$ cat src/rtl/mem_access_stage.sv
// MEM stage: turns EX/MEM load/store controls into a req/ack access on a
// variable-latency data memory, stalls upstream while the access is pending,
// and registers the MEM/WB outputs. Misaligned word accesses and timeouts
// set sticky error bits.
module mem_access_stage #(
  parameter int TIMEOUT     = 16,
  parameter int CNT_W       = 5,
  parameter bit ALIGN_CHECK = 1'b1
) (
  input  logic        clk,
  input  logic        rst,
  input  logic        RegWrite_in,
  input  logic        MemtoReg_in,
  input  logic        MemRead_in,
  input  logic        MemWrite_in,
  input  logic [31:0] ALU_result_in,
  input  logic [31:0] data_2_in,
  input  logic [4:0]  Rd_in,
  output logic        mem_req,
  output logic        mem_we,
  output logic [31:0] mem_addr,
  output logic [31:0] mem_wdata,
  input  logic        mem_ack,
  input  logic [31:0] mem_rdata,
  output logic        stall,
  output logic        RegWrite_out,
  output logic        MemtoReg_out,
  output logic [31:0] Read_data_out,
  output logic [31:0] ALU_result_out,
  output logic [4:0]  Rd_out,
  output logic        misalign_err,
  output logic        timeout_err
);

  typedef enum logic {IDLE = 1'b0, ACCESS = 1'b1} state_t;

  localparam logic [CNT_W-1:0] CNT_LAST = CNT_W'(TIMEOUT - 1);

  state_t            state_q, state_d;
  logic [CNT_W-1:0]  cnt_q, cnt_d;
  logic              req_q, req_d;
  logic              we_q, we_d;
  logic [31:0]       addr_q, addr_d;
  logic [31:0]       wdata_q, wdata_d;
  logic              rw_q, rw_d;
  logic              m2r_q, m2r_d;
  logic [31:0]       rdata_q, rdata_d;
  logic [31:0]       alu_q, alu_d;
  logic [4:0]        rd_q, rd_d;
  logic              mis_err_q, mis_err_d;
  logic              to_err_q, to_err_d;

  logic memop, mis, mis_hit;
  logic stall_c, start, done, abort;

  assign memop = MemRead_in | MemWrite_in;
  assign mis   = ALIGN_CHECK & memop & (ALU_result_in[1:0] != 2'b00);

  // FSM next state, access handshake and WB register next values
  always_comb begin
    state_d   = state_q;
    cnt_d     = cnt_q;
    stall_c   = 1'b0;
    start     = 1'b0;
    done      = 1'b0;
    abort     = 1'b0;
    mis_hit   = 1'b0;

    case (state_q)
      IDLE: begin
        if (mis) begin
          mis_hit = 1'b1;
        end else if (memop) begin
          stall_c = 1'b1;
          start   = 1'b1;
          cnt_d   = '0;
          state_d = ACCESS;
        end
      end
      ACCESS: begin
        // ack wins over the timeout on the final allowed cycle
        if (mem_ack) begin
          done    = 1'b1;
          state_d = IDLE;
        end else if (cnt_q == CNT_LAST) begin
          abort   = 1'b1;
          state_d = IDLE;
        end else begin
          stall_c = 1'b1;
          cnt_d   = cnt_q + 1'b1;
        end
      end
      default: state_d = IDLE;
    endcase

    req_d   = start ? 1'b1 : ((done | abort) ? 1'b0 : req_q);
    we_d    = start ? MemWrite_in   : we_q;
    addr_d  = start ? ALU_result_in : addr_q;
    wdata_d = start ? data_2_in     : wdata_q;

    // while stalled only RegWrite changes (bubble); other WB fields hold
    if (stall_c) begin
      rw_d    = 1'b0;
      m2r_d   = m2r_q;
      alu_d   = alu_q;
      rd_d    = rd_q;
      rdata_d = rdata_q;
    end else begin
      rw_d    = RegWrite_in & ~mis_hit & ~abort;
      m2r_d   = MemtoReg_in;
      alu_d   = ALU_result_in;
      rd_d    = Rd_in;
      rdata_d = (done & MemRead_in) ? mem_rdata : 32'h0;
    end

    mis_err_d = mis_err_q | mis_hit;
    to_err_d  = to_err_q | abort;
  end

  // State, memory interface and MEM/WB registers
  always_ff @(posedge clk or negedge rst) begin
    if (!rst) begin
      state_q   <= IDLE;
      cnt_q     <= '0;
      req_q     <= 1'b0;
      we_q      <= 1'b0;
      addr_q    <= 32'h0;
      wdata_q   <= 32'h0;
      rw_q      <= 1'b0;
      m2r_q     <= 1'b0;
      rdata_q   <= 32'h0;
      alu_q     <= 32'h0;
      rd_q      <= 5'h0;
      mis_err_q <= 1'b0;
      to_err_q  <= 1'b0;
    end else begin
      state_q   <= state_d;
      cnt_q     <= cnt_d;
      req_q     <= req_d;
      we_q      <= we_d;
      addr_q    <= addr_d;
      wdata_q   <= wdata_d;
      rw_q      <= rw_d;
      m2r_q     <= m2r_d;
      rdata_q   <= rdata_d;
      alu_q     <= alu_d;
      rd_q      <= rd_d;
      mis_err_q <= mis_err_d;
      to_err_q  <= to_err_d;
    end
  end

  // stall is combinational; gating with reset keeps it low while rst is held
  assign stall          = rst & stall_c;
  assign mem_req        = req_q;
  assign mem_we         = we_q;
  assign mem_addr       = addr_q;
  assign mem_wdata      = wdata_q;
  assign RegWrite_out   = rw_q;
  assign MemtoReg_out   = m2r_q;
  assign Read_data_out  = rdata_q;
  assign ALU_result_out = alu_q;
  assign Rd_out         = rd_q;
  assign misalign_err   = mis_err_q;
  assign timeout_err    = to_err_q;

endmodule

$ cat config.mk
export PLATFORM = sky130hd
export DESIGN_NAME = mem_access_stage
export DESIGN_NICKNAME = d
export VERILOG_FILES = /design/src/rtl/mem_access_stage.sv
export SDC_FILE = /design/constraint.sdc
export NUM_CORES = 1
export LEC_CHECK = 0
export ABC_AREA = 0
export CORE_AREA = 2 2 121 123
export DETAILED_ROUTE_END_ITERATION = 12
export DIE_AREA = 0 0 123 125
export GPL_TIMING_DRIVEN = 0
export HOLD_SLACK_MARGIN = 0.08
export PLACE_DENSITY = 0.76
export SLEW_MARGIN = 20
export SYNTH_ARGS = -nofsm -noshare
export SYNTH_HDL_FRONTEND = slang
export SYNTH_SLANG_ARGS = --single-unit
$ cat constraint.sdc
create_clock -name clk -period 4.5 [get_ports clk]
set_input_delay 1.35 -clock clk [delete_from_list [all_inputs] [get_ports clk]]
set_output_delay 1.35 -clock clk [all_outputs]
set_load 0.05 [all_outputs]
# --- Word level (Yosys, flattened, before mapping) ---
# Cells that the tools add are included.
classes:
  eq_ne: 5
  muxes: 22
  reduce_logical: 3
  bitwise: 12
  addsub: 1
ops:
  columns: ["op", "n"]
  rows:
  - ["$mux 32", 1]
  - ["$mux 5", 4]
  - ["$mux 1", 15]
  - ["$pmux 5 s2", 1]
  - ["$ne 2x2->1 const B", 4]
  - ["$add 5x1->5 const B", 1]
  - ["$and 1x1->1", 5]
  - ["$eq 5x4->1 const B", 1]
  - ["$or 1x1->1", 4]
  - ["$reduce_and 4->1", 1]
  - ["$reduce_bool 2->1", 2]
  - ["$not 1->1", 3]
  - ["$pmux 1 s2", 1]
totals:
  output_inout_bits: 140
  inputBits: 108
  register_bits: 145

# --- Depth between registers and ports, before layout ---
logic_depth:
  word_depth: 8
  depth_mapped: 8
  mapped_depth_nobuf: 6

# --- Least setup slack after synthesis ---
# No wires, ideal clock.
synth_timing:
  path_kind: "input-to-output"
  from: "input mem_ack"
  to: "output stall"
  required_time_ns: 3.150
  cell_stages: 5
  slack_ns: 0.582
  t_arrival_ns: 2.568
  cell_sequence: "or2_1 buf_2 o22ai_4 buf_4 and2_1"
synth_via:
  elab_chain_len: 3
synth_rtl:
  columns: ["element", "line", "source"]
  rows:
  - ["start, declared", "23", "input logic mem_ack,"]
  - ["$mux 1", "82", "if (mem_ack) begin"]
  - ["$pmux 1 s2", "69", "case (state_q)"]
  - ["net stall_c", "54", "logic stall_c, start, done, abort;"]
  - ["$and 1x1->1", "154", "assign stall = rst & stall_c;"]
  - ["end, declared", "25", "output logic stall,"]
# The timed path passes the listed nets, and every way through them passes these cells.

# --- Worst setup path in the final report ---
# Same ends and word-level chain as after synthesis.

==> flow_summary.toml <==
[run_status]
status = "finished, final reports clean"

[setup_path]
path_class = "input port to output pin"
end_kind = "output pin"
arrival_ps = 3030
startpoint_type = "input port"
crit_required_ps = 3150
cpMostUsedCell = "buf_2"
crit_chain = "clkdlybuf4s50_1 -> or2_1 -> buf_2 -> o22ai_4 -> buf_4 -> and2_1 -> buf_2"
slowest_stage = "clkdlybuf4s50_1"
cp-startpoint = "mem_ack"
crit_fanout = 10
reg2reg_from = "cnt_q[0]$_DFFE_PN0P_"
critPathMaxStageDelay_ps = 510

[synth]
synthCells = 344
synth_area_leader_cell = "dfrtp_1"
muxShareOfSynthArea_pct = 21.0
ys.flop_type = "dfrtp_1"
yosysTopAreaCellShare_pct = 65.8
ys_top_cells_by_count = "145 x dfrtp_1, 82 x mux2_2, 36 x a22o_1"
avgSynthCellArea_um2 = 16.0
yosys.area_share.adder_pct = 0.454
synthesis.nets = 454
synthArstFlopShare_pct = 100
ys_ff_latch = 145
yosysWarningCount = 0
synth-edff-count = 0
synth-simple-area-share_pct = 1.90
ys_seq_area_share_pct = 65.8
synth_area_leaders = "dfrtp_1 66%, mux2_2 17%, a22o_1 5.7%"
syn_area_um2 = 5520
synth_xor_area_share_pct = 0.317
synth_compound_area_share_pct = 7.62
yosysUniqueCellTypes = 32
synth_top_family_by_area = "multiplexers"
yosysMostFrequentCell = "dfrtp_1"

[die]
start_util_pct = 38.8
die_y_um = 125
die-area_um2 = 15400
row_count = 44
core_um2 = 14200
die_w_um = 123
io_pins = 248

[clock_network]
clk_latency_ps = 410
clk_pin_slew_ps = 60
cts.sinks = 145
cts_root_buf = "clkbuf_16"
cts_max_level = 4
cts_tree = "done"
cts.path.max_buffers = 2
numCtsBuffers = 17
ctsHoldBuffers = 0

[timing]
fin_crit_ps = 4380
rsz0062_at_grt = "no"
tightest_slew_ps = 604
setup_viol = 0
fmax_ghz = 0.228
maxSlewHeadroom_pct = 59.7
fin_crit_sh_pct = 97.4
hold_ws_ps = 475
slew_violations = 0
fin_ws_ps = 116
skew_ps = 6.37
hold_viol = 0

[pwr]
p_int_mw = 2.95
ir_worst_vdd_mv = 0.222
p_sw_mw = 1.57
powerDensity_nw_per_um2 = 511
share_seq_of_total_power_pct = 35.7
pwr-share-comb_pct = 33.9
clkPwrFrac_pct = 30.5
switching_share_pct = 34.7
p_leak_nw = 3.76

[placement]
pre_cts_slack_ps = -709
routabilityCongestion = 0.797
dpl_cell_area_um2 = 8250
port_buffers = 247
dp_hpwl_um = 10300

[route]
via_count = 3903
drc = 0
drt_iter0_drc = 103
dr.pass1.iters = 3
via_per_inst = 4.82
drt-total-wl_um = 13900
ant_nets = 0
wl_per_cell_um = 17.2

[cells_and_area]
antenna_cells = 0
stdcell_area_um2 = 8840
drive_gt1_share_pct = 21.8
area_growth_pct = 60.2
fin_util_pct = 62.2
final_nets = 722

[global_route]
grt_max_degree = 82
grt_pass1_vias = 4226
antenna_found_initial = 0
overflow = 0
track_usage_pct = 18.6
grt_pass1_wl_um = 21900

[flow_run]
drv_cap = 0

[min_path]
worstHoldPathType = "flip-flop to flip-flop"
hp-start = "mem_req$_DFFE_PN0P_"
cell families (layout without fill, tap and decap cells):
logic type      Yosys count  in the layout
buf+inv                  24            305
simple gates             19             19
xor+xnor                  2              2
fa+ha+maj                 2              2
mux                     103            103
flops                   145            145
compound gates           49             49
flip-flops by register name, indices dropped and copies added (netlist names), 5 cells and up:
name / flops
Rd_out: 5
cnt_q: 5
Read_data_out: 32
mem_addr: 32
mem_wdata: 32
ALU_result_out: 32
routing by layer:
metal	vias to the layer above	GRT usage [%]	share of wire, %
met3	21	7.94	9.2
met2	154	30.9	51
met1	1958	21.5	38
met5	-	0	0
li1	1770	-	-
met4	0	6.48	1.9
stage by stage:
step	setup TNS, ps	total power [mW]	cells
floorplan	0	2.57	344
global placement	-506750	3.14	775
detailed placement	-709	3.17	776
CTS	0	4.57	809
global route	0	4.70	809
finish	0	4.52	809
power by group through the flow:
stage                     clock network [mW]  registers (mW)  logic [mW]
after floorplan                            0            2.31       0.262
after global placement                     0            1.62        1.52
after detailed placement                   0            1.63        1.54
after CTS                               1.41            1.61        1.54
after global routing                    1.48            1.64        1.59
final                                   1.38            1.61        1.53
cell type report:
cell class	instances	area, um2
timing repair buffer	249	2510
multi-input combinational	175	1720
clock inverter	9	106
tap	184	230
sequential	145	3630
fill	1089	5360
inverter	3	11.3
buffer	21	154
clock buffer	23	478
critical path: cells and delay by family:
family / cells / cell delay [ps]
buffers and inverters: 4 / 1150
AND/OR/NAND/NOR: 2 / 400
AO/OA/AOI/OAI: 1 / 120
cell usage in the layout (no fill, tap or decap), drive strengths merged, types with 3 or more instances in the layout:
master	n
a22o	36
clkbuf	28
mux2i	3
or2	3
nor2	5
inv	3
dfrtp	145
clkinv	4
a211oi	4
mux2	100
clkdlybuf4s50	245
clkinvlp	3
buf	20
path summary, 6_finish.rpt:
path	to	slack, ps	cells after the start
min reg2reg	mem_req$_DFFE_PN0P_	470	1
min	mem_req$_DFFE_PN0P_	470	1
min in group asynchronous	mem_wdata[1]$_DFFE_PN0P_	920	1
max	stall	120	7
max in group asynchronous	Read_data_out[11]$_DFFE_PN0P_	2860	2
max reg2reg	ALU_result_out[6]$_DFFE_PN0P_	2130	9
timing repair:
item | CTS | global route
setup endpoints to repair | 1 | 1
resized for setup | 4 | 1
setup buffers | 1 | 0
pin swaps | 1 | 0
Note: power is estimated with default switching activity, not from simulation.
==> RTL change, RTL diff (config.mk and constraints unchanged) <==
Set the parameter `ALIGN_CHECK` to 1'b0 (it was 1'b1).
--- a/src/rtl/mem_access_stage.sv
+++ b/src/rtl/mem_access_stage.sv
@@ -6,5 +6,5 @@
   parameter int TIMEOUT     = 16,
   parameter int CNT_W       = 5,
-  parameter bit ALIGN_CHECK = 1'b1
+  parameter bit ALIGN_CHECK = 1'b0
 ) (
   input  logic        clk,
Check against the original RTL: not equivalent (Yosys sat finds a counterexample within 4 cycles, from zero or initial values and one cycle with rst low).
==> RTL change against the unedited design <==
Sequential cell count shrank 1; maximum frequency shrank 1.1%; final area shrank 0.54%; worst setup slack lost 47 ps; total power grew 37%; non-clock buffer count shrank 3; wire length grew 0.33%; global-route usage is essentially flat; clock skew shrank 0.80 ps; synthesized area shrank 0.70%; die area is the same; critical path type unchanged; via count shrank 2.9%.
==> RTL change: results (changes against the unedited design) <==
[grt]
grtUsageMet1=0.209  ; -0.00683
met3_usage=0.0867  ; +0.00730
grt_usage=0.187  ; +0.000204

[final_layout]
final-nonclk-buf-share=0.299  ; -0.00250
fill_cells=1084  ; -0.46%
nClkBuffers=22  ; -4.3%
nets=705  ; -2.4%
n_all_buffers=267  ; -1.1%
multi_input_cells=161  ; -8.0%
instances_no_fill=791  ; -2.2%
flops_and_latches=144  ; -0.69%
n_all_inverters=4  ; +1

[logic_synthesis]
syn-num-nets=439  ; -3.3%
synth_area_leaders=dfrtp_1 (66%), mux2_2 (14%), mux2_4 (7.7%)
synth_common_cells=dfrtp_1 (144), mux2_2 (70), a22o_1 (34)

[critical_path]
startpoint=MemRead_in
worstPathArrival_ps=3080  ; +50 ps
cp_slowest_stage_delay_ps=480  ; -30 ps

[placed_design]
dp_hpwl_microns=10000  ; -2.1%
numPlacedInstances=760  ; -2.1%
place_area_sq_mm=0.00820  ; -0.59%
pre_cts_ws_ps=-918  ; -209 ps

[timing]
fin_skew_ps=5.57  ; -0.799 ps

[power_and_ir_drop]
p_leak_uw=0.00380  ; +0.97%
worst_ir_drop_vdd_mv=0.381  ; +72%

[status]
outcome=completed

[hold_path]
hp-start=cnt_q[3]

## RTL change: cell types whose count changed in the layout (fill, tap and decap cells not counted), sizes merged, moves of 3 or more
cell / delta
a211oi: -4
buf: -6
clkbuf: +3
mux2: +3
nor2: -5
or2: -3
## RTL change: cells by family (layout without fill, tap and decap cells)
| logic type | after synthesis | count (layout) | synth area share |
|---|---|---|---|
| other | 1 | 1 | 0.000684 |
| muxes | 104 | 104 | 0.233 |
| adders and majority gates | 2 | 2 | 0.00457 |
| AOI/OAI and AO/OA | 40 | 40 | 0.0610 |
| buffers and inverters | 24 | 302 | 0.0265 |
| DFF | 144 | 144 | 0.658 |
| and+or+nand+nor | 14 | 14 | 0.0169 |
## RTL change: metal layers
layer  part of all wire  up-vias  wire (microns)
li1                   -     1711               -
met1               0.38     1894            5320
met2               0.51      164            7070
met3              0.096       20            1340
met4              0.017        0             239
met5                  0        -               0
## RTL change: report_power, final
part           switching (uW)  internal [uW]  leakage (uW)  total [uW]
Sequential                209           1670       0.00175        1880
Combinational            1810           1120       0.00178        2930
Clock                     532            827      0.000272        1360
## RTL change: worst paths after layout
| check | cells after the start | slack, ps | end |
|---|---|---|---|
| max in group asynchronous | 2 | 2890 | ALU_result_out[6] |
| max reg2reg | 9 | 2040 | ALU_result_out[31] |
| max | 8 | 70 | stall |
| min reg2reg | 1 | 480 | cnt_q[3] |
| min | 1 | 480 | cnt_q[3] |
| min in group asynchronous | 1 | 840 | Read_data_out[10] |
## RTL change: what timing repair did
action                                 CTS  global route
hold buffers                             0             0
resized for setup                       10             0
pin swaps                                0             1
endpoints found under the hold margin    0             0
buffers inserted                         0             0
setup endpoints to repair                1             1
